===== src/rtl/hd44780_pkg.sv =====
// Shared HD44780 bus definitions: FSM state encoding and default timing,
// used by both the reader and the writer.
package hd44780_pkg;

    typedef enum logic [2:0] {
        ST_IDLE  = 3'd0,
        ST_SETUP = 3'd1,
        ST_EH1   = 3'd2,
        ST_EL1   = 3'd3,
        ST_EH2   = 3'd4,
        ST_EL2   = 3'd5,
        ST_DONE  = 3'd6
    } hd_state_e;

    localparam int DEF_T_AS_CYC = 2;
    localparam int DEF_T_EH_CYC = 12;
    localparam int DEF_T_EL_CYC = 12;

    // A phase of zero cycles cannot be timed; it is stretched to one.
    function automatic int clamp_cyc(input int v);
        return (v < 1) ? 1 : v;
    endfunction

    function automatic int max3(input int a, input int b, input int c);
        int m;
        m = (a > b) ? a : b;
        return (m > c) ? m : c;
    endfunction

endpackage


===== src/rtl/hd44780_phase_timer.sv =====
// Phase down-counter: load with a cycle count on state entry; done is high
// during the last cycle of the phase.
module hd44780_phase_timer #(
    parameter int W = 4
) (
    input  logic         i_clk,
    input  logic         rst,
    input  logic         load,
    input  logic [W-1:0] load_val,
    output logic         done
);

    logic [W-1:0] cnt_q;

    always_ff @(posedge i_clk or posedge rst) begin
        if (rst) begin
            cnt_q <= '0;
        end else if (load) begin
            cnt_q <= load_val - W'(1);
        end else if (cnt_q != '0) begin
            cnt_q <= cnt_q - W'(1);
        end
    end

    assign done = (cnt_q == '0);

endmodule


===== src/rtl/hd44780_reader.sv =====
// HD44780 4-bit read engine: on a request, clocks two nibbles out of the LCD
// (busy flag/address or RAM data) and returns them as one byte.
module hd44780_reader
    import hd44780_pkg::*;
#(
    parameter int T_AS_CYC   = DEF_T_AS_CYC,
    parameter int T_EH_CYC   = DEF_T_EH_CYC,
    parameter int T_EL_CYC   = DEF_T_EL_CYC,
    parameter int ALIVE_BITS = 23
) (
    input  logic       CLK_I,
    input  logic       RST_I,
    input  logic       STB_I,
    input  logic [7:0] DAT_I,
    output logic       STB_O,
    output logic [7:0] DAT_O,
    output logic       o_busy,
    output logic       o_bus_req,
    output logic       o_lcd_rs,
    output logic       o_lcd_rw,
    output logic       o_lcd_e,
    input  logic [3:0] i_lcd_db,
    output logic       o_alive
);

    localparam int AS_CYC = clamp_cyc(T_AS_CYC);
    localparam int EH_CYC = clamp_cyc(T_EH_CYC);
    localparam int EL_CYC = clamp_cyc(T_EL_CYC);
    localparam int CNT_W  = $clog2(max3(AS_CYC, EH_CYC, EL_CYC) + 1);

    localparam logic [CNT_W-1:0] AS_LD  = CNT_W'(AS_CYC);
    localparam logic [CNT_W-1:0] EH_LD  = CNT_W'(EH_CYC);
    localparam logic [CNT_W-1:0] EL_LD  = CNT_W'(EL_CYC);
    localparam logic [CNT_W-1:0] ONE_LD = CNT_W'(1);

    hd_state_e             state_q, state_d;
    logic                  rs_q;
    logic [3:0]            nib_hi_q, nib_lo_q;
    logic [ALIVE_BITS-1:0] alive_q;
    logic                  tmr_load, tmr_done;
    logic [CNT_W-1:0]      tmr_val;
    logic                  accept;
    logic                  busy_nxt, e_nxt;
    logic                  unused_dat;

    assign unused_dat = ^DAT_I[7:1];

    // Request handshake: STB_I is taken only when the FSM is idle and o_busy
    // is low, otherwise it is dropped (never queued); STB_O pulses for one
    // cycle with DAT_O valid, and DAT_O then holds until the next completion.
    assign accept = (state_q == ST_IDLE) && STB_I && !o_busy;

    always_ff @(posedge CLK_I or posedge RST_I) begin
        if (RST_I) begin
            state_q <= ST_IDLE;
        end else begin
            state_q <= state_d;
        end
    end

    always_comb begin
        state_d  = state_q;
        tmr_val  = ONE_LD;
        busy_nxt = (state_q != ST_IDLE);
        e_nxt    = (state_q == ST_EH1) || (state_q == ST_EH2);
        case (state_q)
            ST_IDLE:  if (accept)   state_d = ST_SETUP;
            ST_SETUP: if (tmr_done) state_d = ST_EH1;
            ST_EH1:   if (tmr_done) state_d = ST_EL1;
            ST_EL1:   if (tmr_done) state_d = ST_EH2;
            ST_EH2:   if (tmr_done) state_d = ST_EL2;
            ST_EL2:   if (tmr_done) state_d = ST_DONE;
            ST_DONE:  state_d = ST_IDLE;
            default:  state_d = ST_IDLE;
        endcase
        case (state_d)
            ST_SETUP:       tmr_val = AS_LD;
            ST_EH1, ST_EH2: tmr_val = EH_LD;
            ST_EL1, ST_EL2: tmr_val = EL_LD;
            default:        tmr_val = ONE_LD;
        endcase
    end

    assign tmr_load = (state_d != state_q);

    hd44780_phase_timer #(
        .W(CNT_W)
    ) u_timer (
        .i_clk   (CLK_I),
        .rst     (RST_I),
        .load    (tmr_load),
        .load_val(tmr_val),
        .done    (tmr_done)
    );

    always_ff @(posedge CLK_I or posedge RST_I) begin
        if (RST_I) begin
            rs_q <= 1'b0;
        end else if (accept) begin
            rs_q <= DAT_I[0];
        end
    end

    // All pins are registered copies of the state decode, so they trail the
    // FSM by one cycle. A nibble is captured at the edge that ends the last
    // E-high cycle at the pin: the FSM has left EHx while the E register is
    // still high.
    always_ff @(posedge CLK_I or posedge RST_I) begin
        if (RST_I) begin
            o_busy    <= 1'b0;
            o_bus_req <= 1'b0;
            o_lcd_rw  <= 1'b0;
            o_lcd_rs  <= 1'b0;
            o_lcd_e   <= 1'b0;
            STB_O     <= 1'b0;
            DAT_O     <= 8'h00;
            nib_hi_q  <= 4'h0;
            nib_lo_q  <= 4'h0;
        end else begin
            o_busy    <= busy_nxt;
            o_bus_req <= busy_nxt;
            o_lcd_rw  <= busy_nxt;
            o_lcd_rs  <= busy_nxt & rs_q;
            o_lcd_e   <= e_nxt;
            STB_O     <= (state_q == ST_DONE);
            if ((state_q == ST_EL1) && o_lcd_e) nib_hi_q <= i_lcd_db;
            if ((state_q == ST_EL2) && o_lcd_e) nib_lo_q <= i_lcd_db;
            if (state_q == ST_DONE) DAT_O <= {nib_hi_q, nib_lo_q};
        end
    end

    always_ff @(posedge CLK_I or posedge RST_I) begin
        if (RST_I) begin
            alive_q <= '0;
        end else begin
            alive_q <= alive_q + ALIVE_BITS'(1);
        end
    end

    assign o_alive = alive_q[ALIVE_BITS-1];

endmodule

===== config.mk =====
export PLATFORM = sky130hd
export DESIGN_NAME = hd44780_reader
export DESIGN_NICKNAME = d
export VERILOG_FILES = /design/src/rtl/hd44780_pkg.sv /design/src/rtl/hd44780_phase_timer.sv /design/src/rtl/hd44780_reader.sv
export SDC_FILE = /design/constraint.sdc
export NUM_CORES = 1
export LEC_CHECK = 0
export ABC_AREA = 1
export CORE_ASPECT_RATIO = 0.75
export CORE_MARGIN = 2
export CORE_UTILIZATION = 54
export DETAILED_ROUTE_END_ITERATION = 10
export PLACE_DENSITY = 0.78
export SLEW_MARGIN = 20
export SYNTH_ARGS = -nofsm -noshare
export SYNTH_HDL_FRONTEND = slang
export SYNTH_SLANG_ARGS = --single-unit

===== constraint.sdc =====
create_clock -name CLK_I -period 2.1 [get_ports CLK_I]
set_clock_uncertainty 0.15 [all_clocks]
set_input_delay 0.21 -clock CLK_I [delete_from_list [all_inputs] [get_ports CLK_I]]
set_output_delay 0.21 -clock CLK_I [all_outputs]
set_load 0.02 [all_outputs]

# Yosys cells after proc, flatten, opt, wreduce, memory -nomap -nowiden
# Index checks and enable logic that the tools add are counted.
[totals]
elab_cells = 49
register_bits = 51
in_bits = 15
[op_classes]
eq_ne = 12
mux = 10
bitwise = 1
reduce_logical = 12
add_sub_neg = 3
[op_table]
columns = ["op", "count"]
rows = [
  ["adder 23 x 1 -> 23 bit, second input constant", 1],
  ["two-way mux 3 bit", 6],
  ["case mux 3 bit (6 select lines)", 1],
  ["== test 3 bit, second input constant", 5],
  ["== test 3 x 2 -> 1 bit, second input constant", 4],
  ["two-way mux 4 bit", 2],
  ["case mux 4 bit (2 select lines)", 1],
  ["subtractor 4 x 1 -> 4 bit, second input constant", 2],
  ["== test 3 x 1 -> 1 bit, second input constant", 2],
  ["logical AND 1 bit", 4],
  ["logical NOT 4 bit", 1],
  ["nonzero test 4 bit", 1],
  ["OR reduction 4 bit", 1],
  ["logical NOT 3 bit", 1],
  ["!= test 3 bit", 1],
  ["nonzero test 3 bit", 1],
  ["nonzero test 2 bit", 1],
  ["AND 1 bit", 1],
  ["logical NOT 1 bit", 1],
  ["logical OR 1 bit", 1],
]

# Logic depth before layout (Yosys ltp)
[logic_depth]
ltp_word = 10
mapped_depth = 14

# Cells and area by module
# Synthesis repeated with hierarchy kept, for this count alone.
[hier_totals]
hier_cells = 298
area_unflattened_um2 = 2412.3
[modules_own_cells]
columns = ["module", "n_inst", "area_each_um2", "cells_each"]
rows = [
  ["hd44780_reader", 1, 2117.0, 250],
  ["hd44780_phase_timer", 1, 295.3, 48],
]

# Least setup slack after synthesis
# No wires, ideal clock.
[synth_timing]
kind = "reg2reg"
from = "register state_q[2]"
to = "register u_timer.cnt_q[1]"
setup_time_ns = 0.063
n_path_buf = 1
synth_period_minus_slack_ns = 1.869
path_slack_ns = 0.231
arrival_ns = 1.656
path_stages_with_launch = 11
path_cell_list = "dfrtp_1 > buf_2 > xnor2_1 > o211ai_2 > nand2_1 > nand2_2 > nand2_1 > nand2_1 > ha_1 > or2_1 > inv_1"
[synth_between]
elab_chain_len = 10
elab_cells_between_ends = 26
[synth_rtl]
columns = ["element", "line_no", "rtl"]
rows = [
  ["start: declaration", "hd44780_reader.sv:36", "hd_state_e state_q, state_d;"],
  ["start signal: assignment", "hd44780_reader.sv:57", "state_q <= state_d;"],
  ["logical NOT 3 bit", "hd44780_reader.sv:51, hd44780_reader.sv:66", ""],
  ["logical AND 1 bit (2 in a row)", "hd44780_reader.sv:51", "assign accept = (state_q == ST_IDLE) && STB_I && !o_busy;"],
  ["two-way mux 3 bit", "hd44780_reader.sv:67", "ST_IDLE: if (accept) state_d = ST_SETUP;"],
  ["case mux 3 bit (6 select lines)", "hd44780_reader.sv:66", "case (state_q)"],
  ["== test 3 x 2 -> 1 bit / == test 3 bit (equally long branches)", "hd44780_reader.sv:76", "case (state_d)"],
  ["OR reduction 4 bit (no source line)", "n/a", ""],
  ["case mux 4 bit (2 select lines)", "hd44780_reader.sv:76", ""],
  ["subtractor 4 x 1 -> 4 bit", "hd44780_phase_timer.sv:19", "cnt_q <= load_val - W'(1);"],
  ["two-way mux 4 bit", "hd44780_phase_timer.sv:18", "end else if (load) begin"],
  ["end signal: assignment", "hd44780_phase_timer.sv:19", ""],
  ["end signal: assignment", "hd44780_phase_timer.sv:21", "cnt_q <= cnt_q - W'(1);"],
  ["end: declaration", "hd44780_phase_timer.sv:13", "logic [W-1:0] cnt_q;"],
]
# Parallel ways exist; a longest one is shown, timed or not.
# A chain may end at the register's enable or synchronous reset.

# Final worst setup path
[layout_timing]
from = "register u_timer.cnt_q[0]"
to = "register u_timer.cnt_q[2]"
[layout_between]
elab_chain_len = 8
elab_cells_between_ends = 21
[layout_rtl]
columns = ["element", "line_no", "rtl"]
rows = [
  ["logical NOT 4 bit", "hd44780_phase_timer.sv:25", "assign done = (cnt_q == '0);"],
  ["two-way mux 3 bit (on tied branches)", "n/a", ""],
  ["case mux 3 bit (6 select lines)", "hd44780_reader.sv:66", ""],
  ["== test 3 x 2 -> 1 bit / == test 3 bit (equally long branches)", "hd44780_reader.sv:76", ""],
  ["OR reduction 4 bit (no source line)", "n/a", ""],
  ["case mux 4 bit (2 select lines)", "hd44780_reader.sv:76", ""],
  ["subtractor 4 x 1 -> 4 bit", "hd44780_phase_timer.sv:19", ""],
  ["two-way mux 4 bit", "hd44780_phase_timer.sv:18", ""],
]
# Parallel ways exist; a longest one is shown, timed or not. The select of a mux whose other input is x is not followed.

==> impl_metrics.toml <==
[finish]
area_growth_pct = 21.5
final_net_count = 287
layout-drive-gt1-share_pct = 20.3
post-route-util_pct = 68.6
layout_commonest_cell = "nand2_1"
fin_cells = 326
num_antenna_cells = 0
final_cell_mix = "58 x nand2_1, 49 x dfrtp_1, 24 x inv_1"

[critical_path]
worstPathRequired_ns = 2.20
crit_arrival_ns = 2.08
worst_setup_path_start_kind = "flop"
cp-end-kind = "flop"
crit_fanout = 5
worstSetupPathType = "reg2reg"

[run_status]
run_status = "finished clean"

[floorplanning]
pin_count = 30
core_sq_um = 4050
initial_utilization_pct = 56.5
die_h_microns = 60.4
die_area_sq_um = 4780
die_x_microns = 79.2
rows = 20

[clocking]
cts_htree_levels = 2
clock-sinks = 51
cts.reportedPaths.clkPinSlew_ns = 0.09
tritoncts = "done"
clock_latency_ns = 0.31
cts_root_buf = "clkbuf_8"
hold_buffers = 0
clock_path_buffers = 2
cts_buffers = 5

[yosys]
avgSynthCellArea_sq_um = 9.74
ys_async_sr_fraction_pct = 100
ys_top_cells_by_area = "dfrtp_1 56%, nand2_1 10%, inv_1 4.3%"
synth-warning-count = 0
yosysSeqAreaShare_pct = 55.8
synth_area_sq_um = 2290
synth_edf_count = 0
ys_types = 27
ys_seq_elements = 51
synth_fp_nets = 252
netlist.area_leader.share_pct = 55.8
ys.flop_type = "dfrtp_1"
yosys.area.top_type = "dfrtp_1"
syn-instance-count = 235

[timing]
slew-limit-headroom_pct = 80.9
period_needed_ns = 1.98
finalHoldViolCount = 0
final_max_slew_viol_count = 0
finalCritPeriodShare_pct = 94.2
worst_pin_slew_ns = 0.285
fmax_ghz = 0.505
tns_ns = 0
setup-violations-final = 0
timing.hold.ws_ns = 0.0973

[worst_hold_path]
worst_hold_path_type = "in2async"

[grt]
grt_pass1_vias = 1556
grt_max_degree = 52
grt_pass1_wl_mm = 6.80
antenna_found_initial = 0
overflow = 0
track_usage_pct = 18.4

[placed_design]
port-buffer-count = 22
dp.cells = 314
gp_congestion = 0.876
post-dp-hpwl_mm = 2.67

[route]
first_pass_iters = 4
routedWlPerCell_microns = 12.5
final_antenna_net_count = 0
drc = 0
avgViaCountPerCell = 5.00
drt_iter0_drc = 74
wl_mm = 4.06
via_count = 1629

[pwr]
power_per_cell_area_nw_per_um2 = 569
vdd_drop_max_mv = 0.364
p_leak_nw = 1.35

[flow_run]
drv_cap = 0
==> repair_timing <==
item | 4_1_cts | 5_1_grt
endpoints found under the setup margin | 0 | 2
setup buffers | 0 | 4
hold endpoints to repair | 0 | 0
resized for setup | 0 | 15
==> report_power, final <==
part | leakage (nW) | switching [mW] | internal (mW) | total [mW]
logic | 0.664 | 0.0235 | 0.0176 | 0.0411
clock network | 0.0477 | 0.325 | 0.229 | 0.554
registers | 0.643 | 0.00218 | 0.985 | 0.987
total | 1.35 | 0.351 | 1.23 | 1.58
==> final cells by class <==
| type | instances | area (sq um) |
|---|---|---|
| clock buffer | 5 | 68.8 |
| clock inverter | 3 | 15.0 |
| fill | 328 | 1270 |
| inverter | 27 | 101 |
| multi-input combinational | 153 | 940 |
| sequential | 51 | 1280 |
| tap | 55 | 68.8 |
| timing repair buffer | 32 | 308 |
==> worst max-delay path: stages (launching register included) <==
cell,delay [ns]
dfrtp_1,0.40
nor2_2,0.14
nand2_2,0.13
nor2_4,0.17
nand3_2,0.07
o211ai_1,0.14
nand2_1,0.11
nand2_2,0.08
nand2_2,0.07
ha_4,0.16
inv_1,0.06
nand3_1,0.10
a21oi_2,0.14
==> path summary, 6_finish.rpt <==
path                                  start               end  slack [ns]  cells after the start
max in group asynchronous             RST_I        state_q[2]        1.47                      3
setup reg to reg           u_timer.cnt_q[0]  u_timer.cnt_q[2]        0.12                     12
hold reg to reg                    DAT_O[1]          DAT_O[1]        0.32                      2
hold / removal                        RST_I        alive_q[4]         0.1                      3
setup / recovery           u_timer.cnt_q[0]  u_timer.cnt_q[2]        0.12                     12
min in group CLK_I              i_lcd_db[1]       nib_hi_q[1]        0.31                      3
==> registers in the layout, indices dropped and copies added (netlist names) <==
signal	count
u_timer.cnt_q	4
DAT_O	8
o_lcd_e	1
STB_O	1
o_lcd_rs	1
nib_hi_q	4
alive_q	23
nib_lo_q	4
state_q	3
rs_q	1
o_lcd_rw	1
==> kinds of logic after synthesis <==
logic type	share of synthesized area, %
AOI/OAI and AO/OA	4.81
xor gates and xnor gates	8.42
adders and majority gates	1.09
buffers and inverters	5.52
DFF	55.8
and+or+nand+nor	24.4
==> stage by stage <==
step | cell area [sq um] | setup WS [ns] | total power, mW
floorplan | 2290 | 0.231 | 1.03
global placement | 2610 | 0.0354 | 1.05
detailed placement | 2610 | -0.000999 | 1.05
CTS | 2690 | 0.0552 | 1.59
global route | 2780 | -0.0296 | 1.65
finish | 2780 | 0.121 | 1.58
==> routing by layer <==
metal | GRT usage (%) | part of all wire (%) | vias up
met5 | 0 | 0 | -
met4 | 9.61 | 2.8 | 0
met3 | 3.57 | 3.2 | 12
met2 | 28.5 | 47 | 26
met1 | 25.5 | 47 | 783
li1 | - | - | 808
==> Yosys cell counts (2+ instances only) <==
master	count
a21oi_1	4
buf_2	2
buf_4	2
dfrtp_1	51
ha_1	2
inv_1	26
nand2_1	62
nand2_2	3
nand3_1	8
nand3_2	4
nand4_1	5
nor2_1	10
nor2_2	6
nor2_4	5
nor4_2	2
o211ai_1	2
o21ai_0	11
xnor2_1	11
xor2_1	11
Power figures use the tool's default switching activity.
